`config.mk`:
```
export PLATFORM = sky130hd
export DESIGN_NAME = kernel_sysid_arbiter
export DESIGN_NICKNAME = d
export VERILOG_FILES = /design/src/rtl/kernel_sysid_pkg.sv /design/src/rtl/kernel_rr_arbiter.sv /design/src/rtl/kernel_sysid_arbiter.sv
export SDC_FILE = /design/constraint.sdc
export NUM_CORES = 1
export LEC_CHECK = 0
export ABC_AREA = 0
export CAP_MARGIN = 40
export CORE_UTILIZATION = 35
export DETAILED_ROUTE_END_ITERATION = 8
export GPL_TIMING_DRIVEN = 1
export PLACE_DENSITY = 0.69
export REMOVE_ABC_BUFFERS = 1
export SYNTH_ARGS = -nofsm -noshare
export SYNTH_HDL_FRONTEND = slang
export SYNTH_SLANG_ARGS = --single-unit
```
`constraint.sdc`:
```
create_clock -name clock -period 1.5 [get_ports clock]
set_clock_uncertainty 0.05 [all_clocks]
set_input_delay 0.3 -clock clock [delete_from_list [all_inputs] [get_ports clock]]
set_output_delay 0.3 -clock clock [all_outputs]
set_load 0.02 [all_outputs]
```
`src/rtl/kernel_sysid_pkg.sv`:
```
// Shared types and constants for the sysid read arbiter.
// The boot self-check is compiled in only when SYSID_ARB_BOOTCHECK_EN is defined.
package kernel_sysid_pkg;

   localparam int SYSID_DATA_W = 32;

   localparam logic SYSID_ADDR_ID = 1'b0;
   localparam logic SYSID_ADDR_TS = 1'b1;

   typedef enum logic [2:0] {
      BOOT_ID,
      BOOT_TS,
      IDLE,
      CAPTURE,
      RESP
   } state_t;

   // Index width that stays legal for a single requester.
   function automatic int idx_width(input int n);
      return (n > 1) ? $clog2(n) : 1;
   endfunction

endpackage

```
`src/rtl/kernel_rr_arbiter.sv`:
```
// Combinational round-robin picker: searches upward from ptr+1 with wrap,
// returns a one-hot (or zero) grant and the winner's encoded index.
module kernel_rr_arbiter
   import kernel_sysid_pkg::*;
#(
   parameter int NUM_REQ = 2,
   parameter int IDX_W   = idx_width(NUM_REQ)
) (
   input  logic [NUM_REQ-1:0] req,
   input  logic [IDX_W-1:0]   ptr,
   output logic [NUM_REQ-1:0] grant,
   output logic [IDX_W-1:0]   grant_idx
);

   int               cand;
   logic [IDX_W-1:0] cand_idx;
   logic             found;

   always_comb begin
      grant     = '0;
      grant_idx = '0;
      found     = 1'b0;
      cand      = 0;
      cand_idx  = '0;
      for (int off = 1; off <= NUM_REQ; off++) begin
         cand     = (int'(ptr) + off) % NUM_REQ;
         cand_idx = IDX_W'(cand);
         if (!found && req[cand_idx]) begin
            found            = 1'b1;
            grant[cand_idx]  = 1'b1;
            grant_idx        = cand_idx;
         end
      end
   end

endmodule

```
`src/rtl/kernel_sysid_arbiter.sv`:
```
// Round-robin sharing of the combinational sysid slave among NUM_REQ read masters.
// SYSID_ARB_BOOTCHECK_EN adds a post-reset ID/timestamp self-check before service starts.
//
// state   | meaning
// BOOT_ID | sample ID word, point slave at timestamp
// BOOT_TS | sample timestamp, latch check_done/check_fail
// IDLE    | grant one requester, launch its address
// CAPTURE | register slave data
// RESP    | readdatavalid pulse to owner
module kernel_sysid_arbiter
   import kernel_sysid_pkg::*;
#(
   parameter int                      NUM_REQ     = 2,
   parameter logic [SYSID_DATA_W-1:0] EXPECTED_ID = 32'd0,
   parameter logic [SYSID_DATA_W-1:0] EXPECTED_TS = 32'd1533475449
) (
   input  logic                    clock,
   input  logic                    reset,
   input  logic [NUM_REQ-1:0]      req_read,
   input  logic [NUM_REQ-1:0]      req_address,
   output logic [NUM_REQ-1:0]      req_waitrequest,
   output logic [NUM_REQ-1:0]      req_readdatavalid,
   output logic [SYSID_DATA_W-1:0] req_readdata,
   output logic                    sys_address,
   input  logic [SYSID_DATA_W-1:0] sys_readdata,
   output logic                    check_done,
   output logic                    check_fail
);

   localparam int               IDX_W     = idx_width(NUM_REQ);
   localparam logic [IDX_W-1:0] PTR_RESET = IDX_W'(NUM_REQ - 1);

   state_t                  state, state_nxt;
   logic [IDX_W-1:0]        ptr, ptr_nxt;
   logic [IDX_W-1:0]        owner, owner_nxt;
   logic [IDX_W-1:0]        grant_idx;
   logic [NUM_REQ-1:0]      grant;
   logic [NUM_REQ-1:0]      rdv_nxt;
   logic                    sys_address_nxt;
   logic [SYSID_DATA_W-1:0] readdata_nxt;

`ifdef SYSID_ARB_BOOTCHECK_EN
   localparam state_t RESET_STATE = BOOT_ID;
   logic id_ok, id_ok_nxt;
   logic done_nxt, fail_nxt;
`else
   localparam state_t RESET_STATE = IDLE;
   logic unused_cfg;
   assign unused_cfg = ^{EXPECTED_ID, EXPECTED_TS};
   assign check_done = 1'b1;
   assign check_fail = 1'b0;
`endif

   kernel_rr_arbiter #(
      .NUM_REQ (NUM_REQ),
      .IDX_W   (IDX_W)
   ) u_rr (
      .req       (req_read),
      .ptr       (ptr),
      .grant     (grant),
      .grant_idx (grant_idx)
   );

   always_comb begin
      state_nxt       = state;
      ptr_nxt         = ptr;
      owner_nxt       = owner;
      sys_address_nxt = sys_address;
      readdata_nxt    = req_readdata;
      rdv_nxt         = '0;
`ifdef SYSID_ARB_BOOTCHECK_EN
      id_ok_nxt       = id_ok;
      done_nxt        = check_done;
      fail_nxt        = check_fail;
`endif
      case (state)
`ifdef SYSID_ARB_BOOTCHECK_EN
         BOOT_ID: begin
            id_ok_nxt       = (sys_readdata == EXPECTED_ID);
            sys_address_nxt = SYSID_ADDR_TS;
            state_nxt       = BOOT_TS;
         end
         BOOT_TS: begin
            fail_nxt  = ~id_ok | (sys_readdata != EXPECTED_TS);
            done_nxt  = 1'b1;
            state_nxt = IDLE;
         end
`endif
         IDLE: begin
            if (|req_read) begin
               sys_address_nxt = req_address[grant_idx];
               ptr_nxt         = grant_idx;
               owner_nxt       = grant_idx;
               state_nxt       = CAPTURE;
            end
         end
         CAPTURE: begin
            readdata_nxt   = sys_readdata;
            rdv_nxt[owner] = 1'b1;
            state_nxt      = RESP;
         end
         RESP:    state_nxt = IDLE;
         default: state_nxt = RESET_STATE;
      endcase
   end

   // Reset forces stall combinationally so nothing is accepted while it is held.
   always_comb begin
      req_waitrequest = '1;
      if (!reset && state == IDLE) req_waitrequest = ~grant;
   end

   always_ff @(posedge clock or posedge reset) begin
      if (reset) begin
         state             <= RESET_STATE;
         ptr               <= PTR_RESET;
         owner             <= '0;
         sys_address       <= SYSID_ADDR_ID;
         req_readdata      <= '0;
         req_readdatavalid <= '0;
`ifdef SYSID_ARB_BOOTCHECK_EN
         id_ok             <= 1'b0;
         check_done        <= 1'b0;
         check_fail        <= 1'b0;
`endif
      end else begin
         state             <= state_nxt;
         ptr               <= ptr_nxt;
         owner             <= owner_nxt;
         sys_address       <= sys_address_nxt;
         req_readdata      <= readdata_nxt;
         req_readdatavalid <= rdv_nxt;
`ifdef SYSID_ARB_BOOTCHECK_EN
         id_ok             <= id_ok_nxt;
         check_done        <= done_nxt;
         check_fail        <= fail_nxt;
`endif
      end
   end

endmodule

```
==> summary.md, run 1 <==
| Metric | Value |
|---|---|
| Outcome | finished, violations left |
| Failing checks | design-rule violations, negative setup slack |
| PortBufs | 74 |
| Period utilisation layout | 114% |
| Drt total wl | 3590 um |
| Achievable Freq | 0.583 GHz |
| Routability cong. | 0.760 |
| R2R Setup Slk | 0.09 ns |
| Die Y-Extent | 71.0 um |
| Placed Cells | 232 |
| Sequential fraction of the synthesis area | 60.3% |
| Peak supply drop | 1.30 mV |
| Hold_ws | 0.277 ns |
| Hold violation total from the final report | 0 |
| H-tree Lvls | 2 |
| Floorplan row count | 24 |
| Total CTS buffers | 5 |
| Yosys top cell by area | dfrtp_1 |
| Required @ worst endpoint | 1.15 ns |
| Core ar. | 4470 um^2 |
| Syn avg cell area | 17.0 um^2 |
| Number of max-cap violations | 0 |
| Largest net degree at the start of global routing | 40 |
| Max incr delay on CP | 0.54 ns |
| Area grow syn2layout | 56.2% |
| Worst path cell trace | nor3b_4, nand4_1, buf_2 |
| CTS Hold Bufs | 0 |
| N_diodes | 0 |
| Final setup fails | 2 |
| Initial antenna violation count | 0 |
| Power Density | 2220 nW/um^2 |
| Post-route ant nets | 0 |
| Synthesis warning total | 0 |
| HP Class | in2async |
| Io pins | 77 |
| Post-CTS setup buffers | 0 |
| Clock slew at reported path FFs | 0.08 ns |
| CTS tree | done |
| Vias in the first global route | 1212 |
| First-pass GRT wire length | 5790 um |
| WL/cell | 14.9 um |
| Clk Latency, worst-skew pair | 0.28 ns |
| CP arrival | 1.36 ns |
| Fin util | 58.1% |
| GRT overflow | 0 |
| Critical path startpoint category | flip-flop |
| Max clock buf depth | 2 |
| Die W | 71.0 um |
| Vias | 1132 |
| Dpl cell area | 2540 um^2 |
| Final nets | 225 |
| Synth area leaders | dfrtp_1 57%, mux2_4 24%, mux2_2 3.4% |
| DR pass1 iterations | 6 |
| FF+latch count, synth | 40 |
| Layout cells sized above 1 | 31.4% |
| Buffers plus inverters on the worst setup path | 1 |
| Synth top area share | 57.1% |
| Setup CP Type | reg2out |
| Drt via density | 4.72 |
| DRC viols | 5 |
| RSZ-0062 raised after global routing | true |
| Fill count | 361 |
| Final setup margin | -0.215 ns |
| Initial core utilization | 37.2% |
| Clk Tree Root Cell | clkbuf_8 |
| All-layer global routing usage | 15.0% |
| Power Total | 5.77 mW |
| HPWL Detailed | 2690 um |
| Fin area | 2600 um^2 |
| Synth Instances | 98 |
| Max Slew Vio Count | 0 |
| Final critical-path required period | 1.71 ns |
| Synth Cell Area | 1670 um^2 |
| Clk sink count | 40 |
| Top delay family on crit path | flip-flops |
| Cell variety after synth | 21 |
| Critical path peak fanout | 3 |
| Die ar. | 5040 um^2 |
| Slowest CP cell | dfstp_2 |
| Lkg Pwr | 1.27 nW |
| Non-Filler Instances | 240 |
| Critical path endpoint category | output port |
| DR iter-0 viols | 53 |
-- path summary, 6_finish.rpt --
check,startpoint,end,cells past startpoint
min in group clock,owner,req_readdatavalid[0],1
worst min register to register,owner,req_readdatavalid[0],1
worst max register to register,state[1],req_readdata[9],4
worst min-delay path,reset,req_readdata[26],3
worst max-delay path,state[1],req_waitrequest[1],3
max in group asynchronous,reset,state[1],3
-- synthesized netlist by cell type, drive strengths merged --
cell      n
inv       3
mux2     32
a2bb2oi   1
dfrtp    38
a21oi     2
nor3b     1
conb      2
nand2b    1
o21a      1
and2      1
nor2b     1
buf       5
dfstp     2
a32o      1
nand3b    1
nand4     2
a31oi     2
nor2      1
nand2     1
-- logic make-up after synthesis --
group	share of synthesized area, %
buf+inv	3.61
other cells	0.451
mux	27.7
flops	60.3
compound gates	3.31
simple gates	4.66
-- state kept, by name, summed over array words and instances, names as in the netlist --
| name | cells |
|---|---|
| ptr | 1 |
| req_readdata | 32 |
| state | 3 |
| sys_address | 1 |
| owner | 1 |
| req_readdatavalid | 2 |
-- layout make-up --
cell class                 instances  area (um^2)  area share [%]
timing repair buffer              87          812            31.2
sequential                        40         1000            38.6
tap                               52         65.1            2.50
inverter                           3         11.3           0.433
clock inverter                     2         35.0            1.35
clock buffer                       6         72.6            2.79
multi-input combinational         50          602            23.1
-- power by group --
group	internal [mW]	switching [mW]	leakage [nW]
logic	1.62	1.37	0.748
registers	1.64	0.277	0.469
clock network	0.494	0.359	0.0552
-- metal layers --
layer / share of wire, % / global-route usage, % / vias to the layer above
li1: - / - / 515
met1: 39 / 16.1 / 557
met2: 51 / 26.9 / 51
met3: 6.8 / 4.84 / 9
met4: 2.7 / 6.89 / 0
met5: 0 / 0 / -
-- cell usage in the layout, fill, tap and decap left out, types with 2 or more instances in the layout --
master	Yosys	layout
dfrtp_1	38	38
clkdlybuf4s50_1	0	37
dlygate4sd2_1	0	35
mux2_4	27	27
buf_4	2	12
mux2_2	5	5
clkbuf_8	0	5
inv_1	3	3
a21oi_1	2	2
a31oi_1	2	2
nand4_1	2	2
conb_1	2	2
buf_12	0	2
dfstp_2	2	2
-- what timing repair did --
item                                    4_1_cts  5_1_grt
resized for setup                            43        1
endpoints found under the setup margin       37        2
pin swaps                                     0        1
-- stage by stage --
| step | setup TNS (ns) | setup WS [ns] |
|---|---|---|
| 3_3_place_gp | -0.888 | -0.434 |
| 3_5_place_dp | -1.01 | -0.484 |
| 5_1_grt | -0.556 | -0.281 |
| 6_report | -0.426 | -0.215 |
| 2_1_floorplan | -2.38 | -0.488 |
| 4_1_cts | -0.425 | -0.222 |
-- worst reg2reg max path: stages (launching register included) --
cell      delay, ns
dfstp_2        0.54
buf_4          0.11
nand3b_4       0.11
buf_12         0.18
mux2_4         0.31
Note: power is estimated with default switching activity, not from simulation.
==> inputs of run 2 (changes only) <==
==> constraint.sdc (replaced) <==
create_clock -name clock -period 1.5 [get_ports clock]
set_clock_uncertainty 0.05 [all_clocks]
set_input_delay 0.375 -clock clock [delete_from_list [all_inputs] [get_ports clock]]
set_output_delay 0.375 -clock clock [all_outputs]
set_load 0.02 [all_outputs]
==> summary.md, run 2 (synthesis results as in run 1) <==
| Metric | Value |
|---|---|
| Outcome | finished, violations left |
| Failing checks | design-rule violations, negative setup slack |
| Final critical-path required period | 1.77 ns (+0.0569 ns) |
| Power Density | 2220 nW/um^2 (about the same) |
| Stages on worst setup path | 3 (unchanged) |
| N_diodes | 0 (unchanged) |
| Regs by FF count | req_readdata x32, state x3, req_readdatavalid x2 |
| Top delay family on crit path | flip-flops |
| Clk Tree Root Cell | clkbuf_8 |
| Die Y-Extent | 71.0 um (unchanged) |
| Critical path endpoint category | output port |
| Clk sink count | 40 (unchanged) |
| Clock slew at reported path FFs | 0.08 ns (about the same) |
| Initial core utilization | 37.2% (unchanged) |
| Fill count | 378 (+4.7%) |
| Dpl cell area | 2540 um^2 (unchanged) |
| Area grow syn2layout | 56.9% |
| Floorplan row count | 24 (unchanged) |
| Vias in the first global route | 1205 (-0.58%) |
| Setup CP Type | reg2out |
| Placed Cells | 232 (unchanged) |
| Die W | 71.0 um (unchanged) |
| Fin util | 58.4% (+0.28 points) |
| Lkg Pwr | 1.28 nW (+0.26%) |
| Total Neg Setup Slack | -0.530 ns (-0.103 ns) |
| Worst r2r dst | sys_address |
| Critical path peak fanout | 3 (unchanged) |
| Global routing usage on met1 | 17.2% (+1.0 points) |
| CTS tree | done |
| Initial antenna violation count | 0 (unchanged) |
| Slowest CP cell | dfstp_2 |
| HP Class | in2async |
| Drt via density | 4.69 (-0.59%) |
| Crit path capture | req_waitrequest[1] |
| Period utilisation layout | 118% (+3.8 points) |
| GRT overflow | 0 (unchanged) |
| Die ar. | 5040 um^2 (unchanged) |
| Peak supply drop | 0.939 mV (-28%) |
| HPWL Detailed | 2640 um (-1.9%) |
| PortBufs | 74 (unchanged) |
| CTS Hold Bufs | 0 (unchanged) |
| Final setup margin | -0.272 ns (-0.0569 ns) |
| CP arrival | 1.35 ns (about the same) |
| First-pass GRT wire length | 5800 um (+0.22%) |
| Number of flip-flops in the largest register | 32 (unchanged) |
| Io pins | 77 (unchanged) |
| GRT Max-Usage Layer | met2 |
| GR Util met3 | 4.84% (unchanged) |
| DR pass1 iterations | 6 (unchanged) |
| Drt total wl | 3570 um (-0.39%) |
| Max incr delay on CP | 0.54 ns (about the same) |
| Achievable Freq | 0.564 GHz (-3.2%) |
| Critical path startpoint category | flip-flop |
| Reg-to-Reg Start | state[1] |
| DR iter-0 viols | 41 (-23%) |
| Hold violation total from the final report | 0 (unchanged) |
| Routability cong. | 0.756 (-0.43%) |
| Max Slew Vio Count | 0 (unchanged) |
| Hold_ws | 0.370 ns (+0.0930 ns) |
| Dpl ws | -0.610 ns (-0.127 ns) |
| FF-to-FF path depth | 5 (+1) |
| Number of max-cap violations | 0 (unchanged) |
| All-layer global routing usage | 15.4% (+0.37 points) |
| Reg with most FFs | req_readdata |
| Most frequent cells in the layout | 38 x dfrtp_1, 37 x clkdlybuf4s50_1, 35 x dlygate4sd2_1 |
| Fin area | 2610 um^2 (+0.48%) |
| Power Total | 5.80 mW (+0.55%) |
| Clk Latency, worst-skew pair | 0.29 ns (about the same) |
| Buffers plus inverters on the worst setup path | 1 (unchanged) |
| H-tree Lvls | 2 (unchanged) |
| Met2 Use GR | 27.1% (+0.21 points) |
| DRC viols | 5 (unchanged) |
| Worst path cell trace | nor3b_4, nand4_1, buf_2 |
| Layout cells sized above 1 | 32.3% (+0.89 points) |
| WL/cell | 14.8 um (-0.80%) |
| Max clock buf depth | 2 (unchanged) |
| Total CTS buffers | 5 (unchanged) |
| Final setup fails | 2 (unchanged) |
| Final nets | 226 (+0.44%) |
| Largest net degree at the start of global routing | 40 (unchanged) |
| RSZ-0062 raised after global routing | true |
| Required @ worst endpoint | 1.07 ns (-0.08 ns) |
| Critical Path Start | state[1] |
| R2R Setup Slk | 0.07 ns (-0.02 ns) |
| Post-route ant nets | 0 (unchanged) |
| Core ar. | 4470 um^2 (unchanged) |
| Non-Filler Instances | 241 (+0.42%) |
| Commonest non-fill, non-tap cell in the layout | dfrtp_1 |
| Vias | 1130 (-0.18%) |
-- run 2: changes by cell type in the layout (fill, tap and decap cells not counted) --
cell        change
buf_4           -1
buf_2           +1
clkbuf_1        -1
buf_6           +1
clkinvlp_4      +1
-- run 2: area by class of cell --
type                       instances  area [um^2]  area share (%)
timing repair buffer              88          821            31.4
clock inverter                     3         42.5            1.63
sequential                        40         1000            38.4
tap                               52         65.1            2.49
clock buffer                       5         68.8            2.63
inverter                           3         11.3           0.431
multi-input combinational         50          602            23.0
-- run 2: how the worst min path moves through the flow --
stage,from,endpoint,slack (ns),cells past startpoint
2_1_floorplan,owner,req_readdatavalid[0],0.37,1
3_3_place_gp,owner,req_readdatavalid[0],0.39,1
3_5_place_dp,owner,req_readdatavalid[0],0.41,1
4_1_cts,reset,req_readdata[26],0.35,3
5_1_grt,reset,req_readdata[26],0.39,3
6_report,reset,req_readdata[26],0.37,3
-- run 2: power by group --
part / switching [mW] / internal [mW] / leakage (nW) / total (mW)
clock: 0.360 / 0.492 / 0.0541 / 0.852
sequential: 0.289 / 1.64 / 0.469 / 1.93
combinational: 1.37 / 1.65 / 0.752 / 3.02
-- run 2: tightest hold or removal path: stages --
cell and delay (ns):
clkdlybuf4s50_1 0.40, inv_1 0.12, buf_4 0.12
-- run 2: layer usage --
metal | routed length, um | part of all wire, %
met1 | 1420 | 40
met2 | 1900 | 53
met3 | 215 | 6.0
met4 | 40 | 1.1
met5 | 0 | 0
-- run 2: timing repair --
action                                  in CTS  in global routing
gates resized for setup                     43                  1
endpoints found under the setup margin      37                  2
buffers inserted                             0                  1
endpoints found under the hold margin        0                  0
pin swaps                                    0                  0
